===== src/rtl/if_fetch_stage_if.sv =====
// Bundle between the fetch stage and its neighbours: IF/ID handshake, redirect input
// and the instruction SRAM-like bus.
interface if_fetch_stage_if;
  // IF/ID handshake: an entry moves downstream on a rising clk edge where
  // o_if_valid & i_if_ready are both 1; while o_if_valid=1 and i_if_ready=0 all
  // o_if_* stay stable. The SRAM bus accepts a request on a cycle with
  // inst_sram_req & inst_sram_addr_ok, and returns its data on a later cycle
  // with inst_sram_data_ok.
  logic        i_if_ready;
  logic        o_if_valid;
  logic [31:0] o_if_pc;
  logic [31:0] o_if_inst;
  logic        o_if_adef;
  logic        i_redirect;
  logic [31:0] i_redirect_pc;
  logic        inst_sram_req;
  logic [31:0] inst_sram_addr;
  logic        inst_sram_addr_ok;
  logic        inst_sram_data_ok;
  logic [31:0] inst_sram_rdata;
  logic [1:0]  dbg_state;

  modport master (
    input  i_if_ready, i_redirect, i_redirect_pc,
    input  inst_sram_addr_ok, inst_sram_data_ok, inst_sram_rdata,
    output o_if_valid, o_if_pc, o_if_inst, o_if_adef,
    output inst_sram_req, inst_sram_addr, dbg_state
  );

  modport slave (
    output i_if_ready, i_redirect, i_redirect_pc,
    output inst_sram_addr_ok, inst_sram_data_ok, inst_sram_rdata,
    input  o_if_valid, o_if_pc, o_if_inst, o_if_adef,
    input  inst_sram_req, inst_sram_addr, dbg_state
  );
endinterface


===== src/rtl/if_fetch_stage.sv =====
// Instruction fetch stage: owns the fetch PC, issues one SRAM request at a time and
// holds the returned instruction in a one-entry buffer for the IF/ID register.
module if_fetch_stage #(
  parameter logic [31:0] RESET_PC = 32'h1C00_0000,
  parameter logic [31:0] NOP_INST = 32'h0340_0000
) (
  input logic            clk,
  input logic            rst,
  if_fetch_stage_if.master bus
);

  typedef enum logic [1:0] {
    S_REQ  = 2'd0,
    S_WAIT = 2'd1,
    S_HOLD = 2'd2
  } state_t;

  state_t      state, state_n;
  logic [31:0] pc_r, pc_n;
  logic        cancel_r, cancel_n;
  logic [31:0] out_pc, out_pc_n;
  logic [31:0] out_inst, out_inst_n;
  logic        out_adef, out_adef_n;
  logic        misaligned;
  logic        req;

  assign misaligned = (pc_r[1:0] != 2'b00);
  assign req        = (state == S_REQ) & ~cancel_r & ~misaligned & ~rst;

  always_ff @(posedge clk or posedge rst) begin
    if (rst) begin
      state    <= S_REQ;
      pc_r     <= RESET_PC;
      cancel_r <= 1'b0;
      out_pc   <= RESET_PC;
      out_inst <= 32'd0;
      out_adef <= 1'b0;
    end else begin
      state    <= state_n;
      pc_r     <= pc_n;
      cancel_r <= cancel_n;
      out_pc   <= out_pc_n;
      out_inst <= out_inst_n;
      out_adef <= out_adef_n;
    end
  end

  always_comb begin
    state_n    = state;
    pc_n       = pc_r;
    cancel_n   = cancel_r;
    out_pc_n   = out_pc;
    out_inst_n = out_inst;
    out_adef_n = out_adef;
    unique case (state)
      S_REQ: begin
        if (bus.i_redirect) begin
          pc_n = bus.i_redirect_pc;
          // The old address was already accepted: its data must be dropped.
          if (req & bus.inst_sram_addr_ok) begin
            state_n  = S_WAIT;
            cancel_n = 1'b1;
          end
        end else if (misaligned) begin
          state_n    = S_HOLD;
          out_pc_n   = pc_r;
          out_inst_n = NOP_INST;
          out_adef_n = 1'b1;
        end else if (req & bus.inst_sram_addr_ok) begin
          state_n = S_WAIT;
        end
      end
      S_WAIT: begin
        if (bus.inst_sram_data_ok) begin
          if (bus.i_redirect) pc_n = bus.i_redirect_pc;
          if (cancel_r | bus.i_redirect) begin
            cancel_n = 1'b0;
            state_n  = S_REQ;
          end else begin
            out_pc_n   = pc_r;
            out_inst_n = bus.inst_sram_rdata;
            out_adef_n = 1'b0;
            state_n    = S_HOLD;
          end
        end else if (bus.i_redirect) begin
          pc_n     = bus.i_redirect_pc;
          cancel_n = 1'b1;
        end
      end
      S_HOLD: begin
        // A redirect wins even if downstream takes the entry this cycle.
        if (bus.i_redirect) begin
          pc_n    = bus.i_redirect_pc;
          state_n = S_REQ;
        end else if (bus.i_if_ready) begin
          pc_n    = pc_r + 32'd4;
          state_n = S_REQ;
        end
      end
      default: state_n = S_REQ;
    endcase
  end

  assign bus.inst_sram_req  = req;
  assign bus.inst_sram_addr = pc_r;
  assign bus.o_if_valid     = (state == S_HOLD);
  assign bus.o_if_pc        = out_pc;
  assign bus.o_if_inst      = out_inst;
  assign bus.o_if_adef      = out_adef;
  assign bus.dbg_state      = state;

endmodule


===== src/flat_wrapper.sv =====
// flat-port wrapper written by rule: the top's interface ports become plain ports
module if_fetch_stage_flat 
#(
  parameter logic [31:0] RESET_PC = 32'h1C00_0000,
  parameter logic [31:0] NOP_INST = 32'h0340_0000
)
  (clk, rst, bus_i_if_ready, bus_i_redirect, bus_i_redirect_pc, bus_inst_sram_addr_ok, bus_inst_sram_data_ok, bus_inst_sram_rdata, bus_o_if_valid, bus_o_if_pc, bus_o_if_inst, bus_o_if_adef, bus_inst_sram_req, bus_inst_sram_addr, bus_dbg_state);
  if_fetch_stage_if bus_i ();
  input logic clk;
  input logic rst;
  input wire logic [$bits(bus_i.i_if_ready)-1:0] bus_i_if_ready;
  input wire logic [$bits(bus_i.i_redirect)-1:0] bus_i_redirect;
  input wire logic [$bits(bus_i.i_redirect_pc)-1:0] bus_i_redirect_pc;
  input wire logic [$bits(bus_i.inst_sram_addr_ok)-1:0] bus_inst_sram_addr_ok;
  input wire logic [$bits(bus_i.inst_sram_data_ok)-1:0] bus_inst_sram_data_ok;
  input wire logic [$bits(bus_i.inst_sram_rdata)-1:0] bus_inst_sram_rdata;
  output wire logic [$bits(bus_i.o_if_valid)-1:0] bus_o_if_valid;
  output wire logic [$bits(bus_i.o_if_pc)-1:0] bus_o_if_pc;
  output wire logic [$bits(bus_i.o_if_inst)-1:0] bus_o_if_inst;
  output wire logic [$bits(bus_i.o_if_adef)-1:0] bus_o_if_adef;
  output wire logic [$bits(bus_i.inst_sram_req)-1:0] bus_inst_sram_req;
  output wire logic [$bits(bus_i.inst_sram_addr)-1:0] bus_inst_sram_addr;
  output wire logic [$bits(bus_i.dbg_state)-1:0] bus_dbg_state;
  assign bus_i.i_if_ready = bus_i_if_ready;
  assign bus_i.i_redirect = bus_i_redirect;
  assign bus_i.i_redirect_pc = bus_i_redirect_pc;
  assign bus_i.inst_sram_addr_ok = bus_inst_sram_addr_ok;
  assign bus_i.inst_sram_data_ok = bus_inst_sram_data_ok;
  assign bus_i.inst_sram_rdata = bus_inst_sram_rdata;
  assign bus_o_if_valid = bus_i.o_if_valid;
  assign bus_o_if_pc = bus_i.o_if_pc;
  assign bus_o_if_inst = bus_i.o_if_inst;
  assign bus_o_if_adef = bus_i.o_if_adef;
  assign bus_inst_sram_req = bus_i.inst_sram_req;
  assign bus_inst_sram_addr = bus_i.inst_sram_addr;
  assign bus_dbg_state = bus_i.dbg_state;
  if_fetch_stage #(.RESET_PC(RESET_PC), .NOP_INST(NOP_INST)) u_core (.clk(clk), .rst(rst), .bus(bus_i));
endmodule

===== config.mk =====
export PLATFORM = sky130hd
export DESIGN_NAME = if_fetch_stage_flat
export DESIGN_NICKNAME = d
export VERILOG_FILES = /design/src/rtl/if_fetch_stage_if.sv /design/src/rtl/if_fetch_stage.sv /design/src/flat_wrapper.sv
export SDC_FILE = /design/constraint.sdc
export NUM_CORES = 1
export LEC_CHECK = 0
export CORE_AREA = 2 2 111 113
export DETAILED_ROUTE_END_ITERATION = 8
export DIE_AREA = 0 0 113 115
export PLACE_DENSITY = 0.77
export SYNTH_ARGS = -nofsm -noshare
export SYNTH_HDL_FRONTEND = slang
export SYNTH_SLANG_ARGS = --single-unit

===== constraint.sdc =====
create_clock -name clk -period 3.23 [get_ports clk]
set_clock_uncertainty 0.1 [all_clocks]
set_input_delay 0.646 -clock clk [delete_from_list [all_inputs] [get_ports clk]]
set_output_delay 0.646 -clock clk [all_outputs]
set_load 0.02 [all_outputs]

=== After elaboration in Yosys (flattened, before gate mapping) ===
Cells that the tools add are included.

* Register bits after elaboration: 100
* Bits of input ports: 70
* Word-level logic and storage cells: 69

* Add/sub/neg operators: 1
* Equality and inequality tests: 12
* Multiplexer cells: 33
* Bitwise operators: 8
* Reduce and logical (&&, ||, !) cells: 9

{| class="wikitable"
|+ Operator list
! operator !! number
|-
| 32-bit 2-to-1 mux || 11
|-
| 32-bit case mux with 2 select lines || 3
|-
| 32-bit by 3-bit adder with 32-bit output, second input constant || 1
|-
| 2-bit 2-to-1 mux || 7
|-
| 2-bit inequality test, second input constant || 5
|-
| 5-bit AND reduction || 2
|-
| 1-bit 2-to-1 mux || 9
|-
| 3-bit inequality test, second input constant || 2
|-
| 2-bit case mux with 3 select lines || 1
|-
| 2-bit nonzero test || 3
|-
| 1-bit bitwise AND || 4
|-
| 2-bit by 1-bit inequality test with 1-bit output, second input constant || 2
|-
| 1-bit case mux with 2 select lines || 2
|-
| 3-bit by 2-bit inequality test with 1-bit output, second input constant || 1
|-
| 1-bit inverter || 3
|-
| 3-bit AND reduction || 1
|-
| 2-bit by 1-bit == test with 1-bit output, second input constant || 1
|-
| 2-bit == test, second input constant || 1
|-
| 2-bit zero test || 1
|-
| 2-bit AND reduction || 1
|-
| 2-bit OR reduction || 1
|-
| 1-bit OR || 1
|}

=== Longest topological paths before layout ===
* Depth after elaboration: 9
* Depth in mapped cells: 8

=== Least setup slack after synthesis ===
OpenSTA, ideal clock, no wires.

* Path kind: reg2out
* Start point: register u_core.state[1] (netlist: u_core.bus.dbg_state[1])
* End point: output bus_inst_sram_req
* Arrival: 1478 ps
* Required time: 2484 ps
* Path slack: 1006 ps
* Stages on the path, launching flop included: 4
* Buffers on the path: 1
* Path through: dfrtp_1 buf_2 or4_1 nor3_2

* Cells in the longest elaborated chain, start to end: 4

{| class="wikitable"
|+ Ends and longest elaborated chain
! item !! RTL line !! text
|-
| from (decl) || if_fetch_stage.sv:18 || <nowiki>state_t state, state_n;</nowiki>
|-
| from (signal assigned) || if_fetch_stage.sv:39 || <nowiki>state <= state_n;</nowiki>
|-
| 2-bit zero test || if_fetch_stage.sv:28 || <nowiki>assign req = (state == S_REQ) & ~cancel_r & ~misaligned & ~rst;</nowiki>
|-
| 1-bit bitwise AND (3 in series) || if_fetch_stage.sv:28 ||
|-
| to (decl) || flat_wrapper.sv:21 || <nowiki>output wire logic [$bits(bus_i.inst_sram_req)-1:0] bus_inst_sram_req;</nowiki>
|}

No other way between the ends.

=== Final worst setup path ===
* Start point: register u_core.pc_r[0] (netlist: u_core.bus.inst_sram_addr[0])
* End point: output bus_inst_sram_req

* Cells in the longest elaborated chain, start to end: 4

{| class="wikitable"
|+ Ends and longest elaborated chain
! item !! RTL line !! text
|-
| from (decl) || if_fetch_stage.sv:19 || <nowiki>logic [31:0] pc_r, pc_n;</nowiki>
|-
| from (signal assigned) || if_fetch_stage.sv:40 || <nowiki>pc_r <= pc_n;</nowiki>
|-
| 2-bit nonzero test || if_fetch_stage.sv:27 || <nowiki>assign misaligned = (pc_r[1:0] != 2'b00);</nowiki>
|-
| 1-bit inverter || if_fetch_stage.sv:28 ||
|-
| 1-bit bitwise AND (2 in series) || if_fetch_stage.sv:28 ||
|}

No other way between the ends.

==> summary.txt <==
Clock network
  – Root Buffer: clkbuf_16
  – Clk_lat worst skew: 0.35 ns
  – Num CTS Buffers: 9
  – Clock Sink Count: 100
  – Cts hold-fix bufs: 0
  – H-tree depth: 3
  – Post-CTS setup buffers: 0
  – CTS Buffer Depth: 2
  – CTS tree: built
  – Post-CTS resize count: 0
  – Clock transition at path regs: roughly 0.070 ns

Synth
  – #FFs+latches synth: 100
  – Most numerous cell in the Yosys netlist: dfrtp_1
  – Async set or reset register ratio after synthesis: 1.00
  – Avg Cell Area, Syn: 11.1 um2
  – Ys Warns: 0
  – Most frequent cells after synthesis: dfrtp_1, mux2_2, nand2_1
  – Syn Inst Count: ~420
  – Register area share after synthesis: 0.545
  – Post-synth top area share: 0.511
  – Top cells by area, synth: dfrtp_1, mux2_2, a22o_1
  – Post-synth cell types: between 50 and 60
  – Largest area contributor in the netlist: dfrtp_1
  – Synthesized Nets: 487
  – Post-synth EDFFs: 0
  – Mapped Area: around 4600 um2
  – Synth Flop Type: dfrtp_1

Placement
  – Cell Area, Placed: ~6500 um2
  – DP Cell Count: just over 700
  – Pre-CTS WS: roughly 0.44 ns
  – IO Port Bufs: 170
  – Detailed Place HPWL: roughly 9800 um
  – GPL Wtd Cong: roughly 0.81

Routing
  – First drt pass iteration count: 7
  – Vias: just over 4000
  – # DRC: 7
  – 1st-iter DRT viols: between 200 and 250
  – DR vias/cell: between 5 and 6
  – WL/cell: approximately 18 um
  – DRT antenna net count: 0
  – Overall routed net length: roughly 13000 um

Cells and area
  – Layout cells sized above 1: 0.139
  – Diode count: 0
  – Final non-filler cell total: roughly 740
  – Fin util: 0.580
  – Final #Nets: 654
  – Fin area: roughly 6900 um2
  – Area grow syn2layout: 48.8%

GRT
  – First-pass GRT wire length: 20900 um
  – Total Routing Usage GR: 0.204
  – Initial antenna violation count: 0
  – Largest net degree at the start of global routing: 47
  – Vias in the first global route: between 4000 and 5000
  – Gr ovfl total: 0

Timing
  – Fin Hold WS: slightly above 0.4 ns
  – Post-route minimum period: between 2 and 3 ns
  – Worst Tran Pin Value: roughly 0.6 ns
  – Tcrit/Tclk final: 0.926
  – Final Hold Fails: 0
  – Worst slew margin: 0.609
  – Unrepaired setup endpoints after global routing: no
  – Setup violators final: 0
  – Final WS setup: 0.238 ns
  – Setup TNS: 0 ns
  – Slew Limit Fails: 0
  – Fmax: between 300 and 400 MHz

Power
  – Comb pwr share: 0.437
  – Seq pwr share: 0.361
  – Pwr dens: ~860 nW/um2
  – Clock network power share: 0.202
  – Leakage: 2.76 nW
  – Total power: a little under 6 mW
  – NetSw: approximately 2.2 mW
  – Sw Share: 0.378
  – Peak VDD IR: ~0.00045 V
  – Pint: roughly 3.7 mW

Floorplanning
  – Die Y: about 120 um
  – Starting density of the core: 0.390
  – Die footprint: roughly 13000 um2
  – Row count: 40
  – Die extent in x: between 100 and 150 um
  – Area of the core: 11800 um2
  – I/O pin count: 171

Setup path
  – Setup slack, reg-to-reg: around 1.0 ns
  – R2r worst-path depth: 6
  – Startpoint Class: register
  – Critical register-to-register path startpoint: u_core.bus.inst_sram_addr[2]
  – Critical-path cell list: or4_1, nor3_2, clkdlybuf4s50_1
  – RR Endpoint: u_core.bus.inst_sram_addr[30]
  – Critical path's largest stage delay: ~0.67 ns
  – CP Max Fanout: 5
  – Critical path class: register to primary output
  – CP required: 2.48 ns
  – CP Buf/Inv Count: 1
  – Worst path top cell family by delay: simple AND/OR/NAND/NOR gates
  – CP arrival: 2.25 ns
  – CP Capture Type: primary output
  – CP max stage cell: clkdlybuf4s50_1

Outcome
  – Status: finished, violations left
  – Violated checks: DRC

Flow run
  – Max cap viols: 0

Hold path
  – Worst hold endpoint: u_core.bus.o_if_inst[31]
  – Worst Min Path Start: u_core.bus.o_if_inst[31]
  – Worst Hold Class: register to register
  – Cells on Worst Hold Path: 1
==> registers in the layout (all words and copies together) (netlist names) <==
signal / flops
u_core.bus.o_if_pc: 32
u_core.cancel_r: 1
u_core.bus.o_if_inst: 32
u_core.bus.dbg_state: 2
u_core.bus.inst_sram_addr: 32
u_core.bus.o_if_adef: 1
==> cell usage in the layout (no fill, tap or decap), types with 8 or more instances in the layout <==
master	netlist	layout
mux2_2	32	32
o21ai_0	17	17
buf_4	0	9
nand2_1	31	30
a22o_1	29	29
inv_1	9	8
clkbuf_16	0	9
clkdlybuf4s50_1	0	170
dfrtp_1	94	94
o22ai_1	10	10
nor2_1	18	18
nor3_1	12	11
nand3_1	19	19
a21oi_1	28	27
==> final cells by class <==
class | count | area, um2
Clock inverter | 5 | 83.8
Multi-Input combinational cell | 281 | 1970
Sequential cell | 100 | 2510
Inverter | 9 | 37.5
Fill cell | 981 | 4960
Clock buffer | 11 | 243
Tap cell | 147 | 184
Timing Repair Buffer | 182 | 1830
==> worst register-to-register path: stages, from the launching register on <==
cell     delay (ns)
dfrtp_1        0.47
ha_1           0.29
inv_1          0.12
nor4_4         0.42
nand4_2        0.21
or4_1          0.43
nand4_1        0.10
==> cells by family after synthesis <==
family                   Yosys count  synth area share
AO/OA/AOI/OAI                    121             0.184
adder cells (fa/ha/maj)            1           0.00272
buffers and inverters             35            0.0312
flip-flops                       100             0.545
multiplexers                      35            0.0848
AND/OR/NAND/NOR                  124             0.152
==> how the worst max path moves through the flow <==
stage / endpoint / slack [ns] / from / cells past startpoint
floorplan: bus_inst_sram_req / 1.01 / u_core.bus.dbg_state[1] / 3
global placement: bus_inst_sram_req / 0.49 / rst / 3
detailed placement: bus_inst_sram_req / 0.44 / rst / 3
CTS: bus_inst_sram_req / 0.21 / u_core.bus.inst_sram_addr[0] / 3
global route: bus_inst_sram_req / 0.20 / u_core.bus.inst_sram_addr[0] / 3
finish: bus_inst_sram_req / 0.24 / u_core.bus.inst_sram_addr[0] / 3
==> power by group through the flow <==
stage / combinational, mW / clock, mW / sequential (mW)
floorplan: 0.945 / 0 / 2.52
global placement: 2.52 / 0 / 2.11
detailed placement: 2.58 / 0 / 2.15
CTS: 2.59 / 1.21 / 2.13
global route: 2.72 / 1.25 / 2.20
finish: 2.57 / 1.19 / 2.13
==> layer usage <==
layer,up-vias,part of all wire,global-route usage
met5,-,0,0
met4,0,0.021,0.0967
met3,17,0.058,0.0343
met2,153,0.51,0.345
met1,2011,0.41,0.256
li1,1903,-,-
No activity file was read; power rests on OpenSTA's default activity.
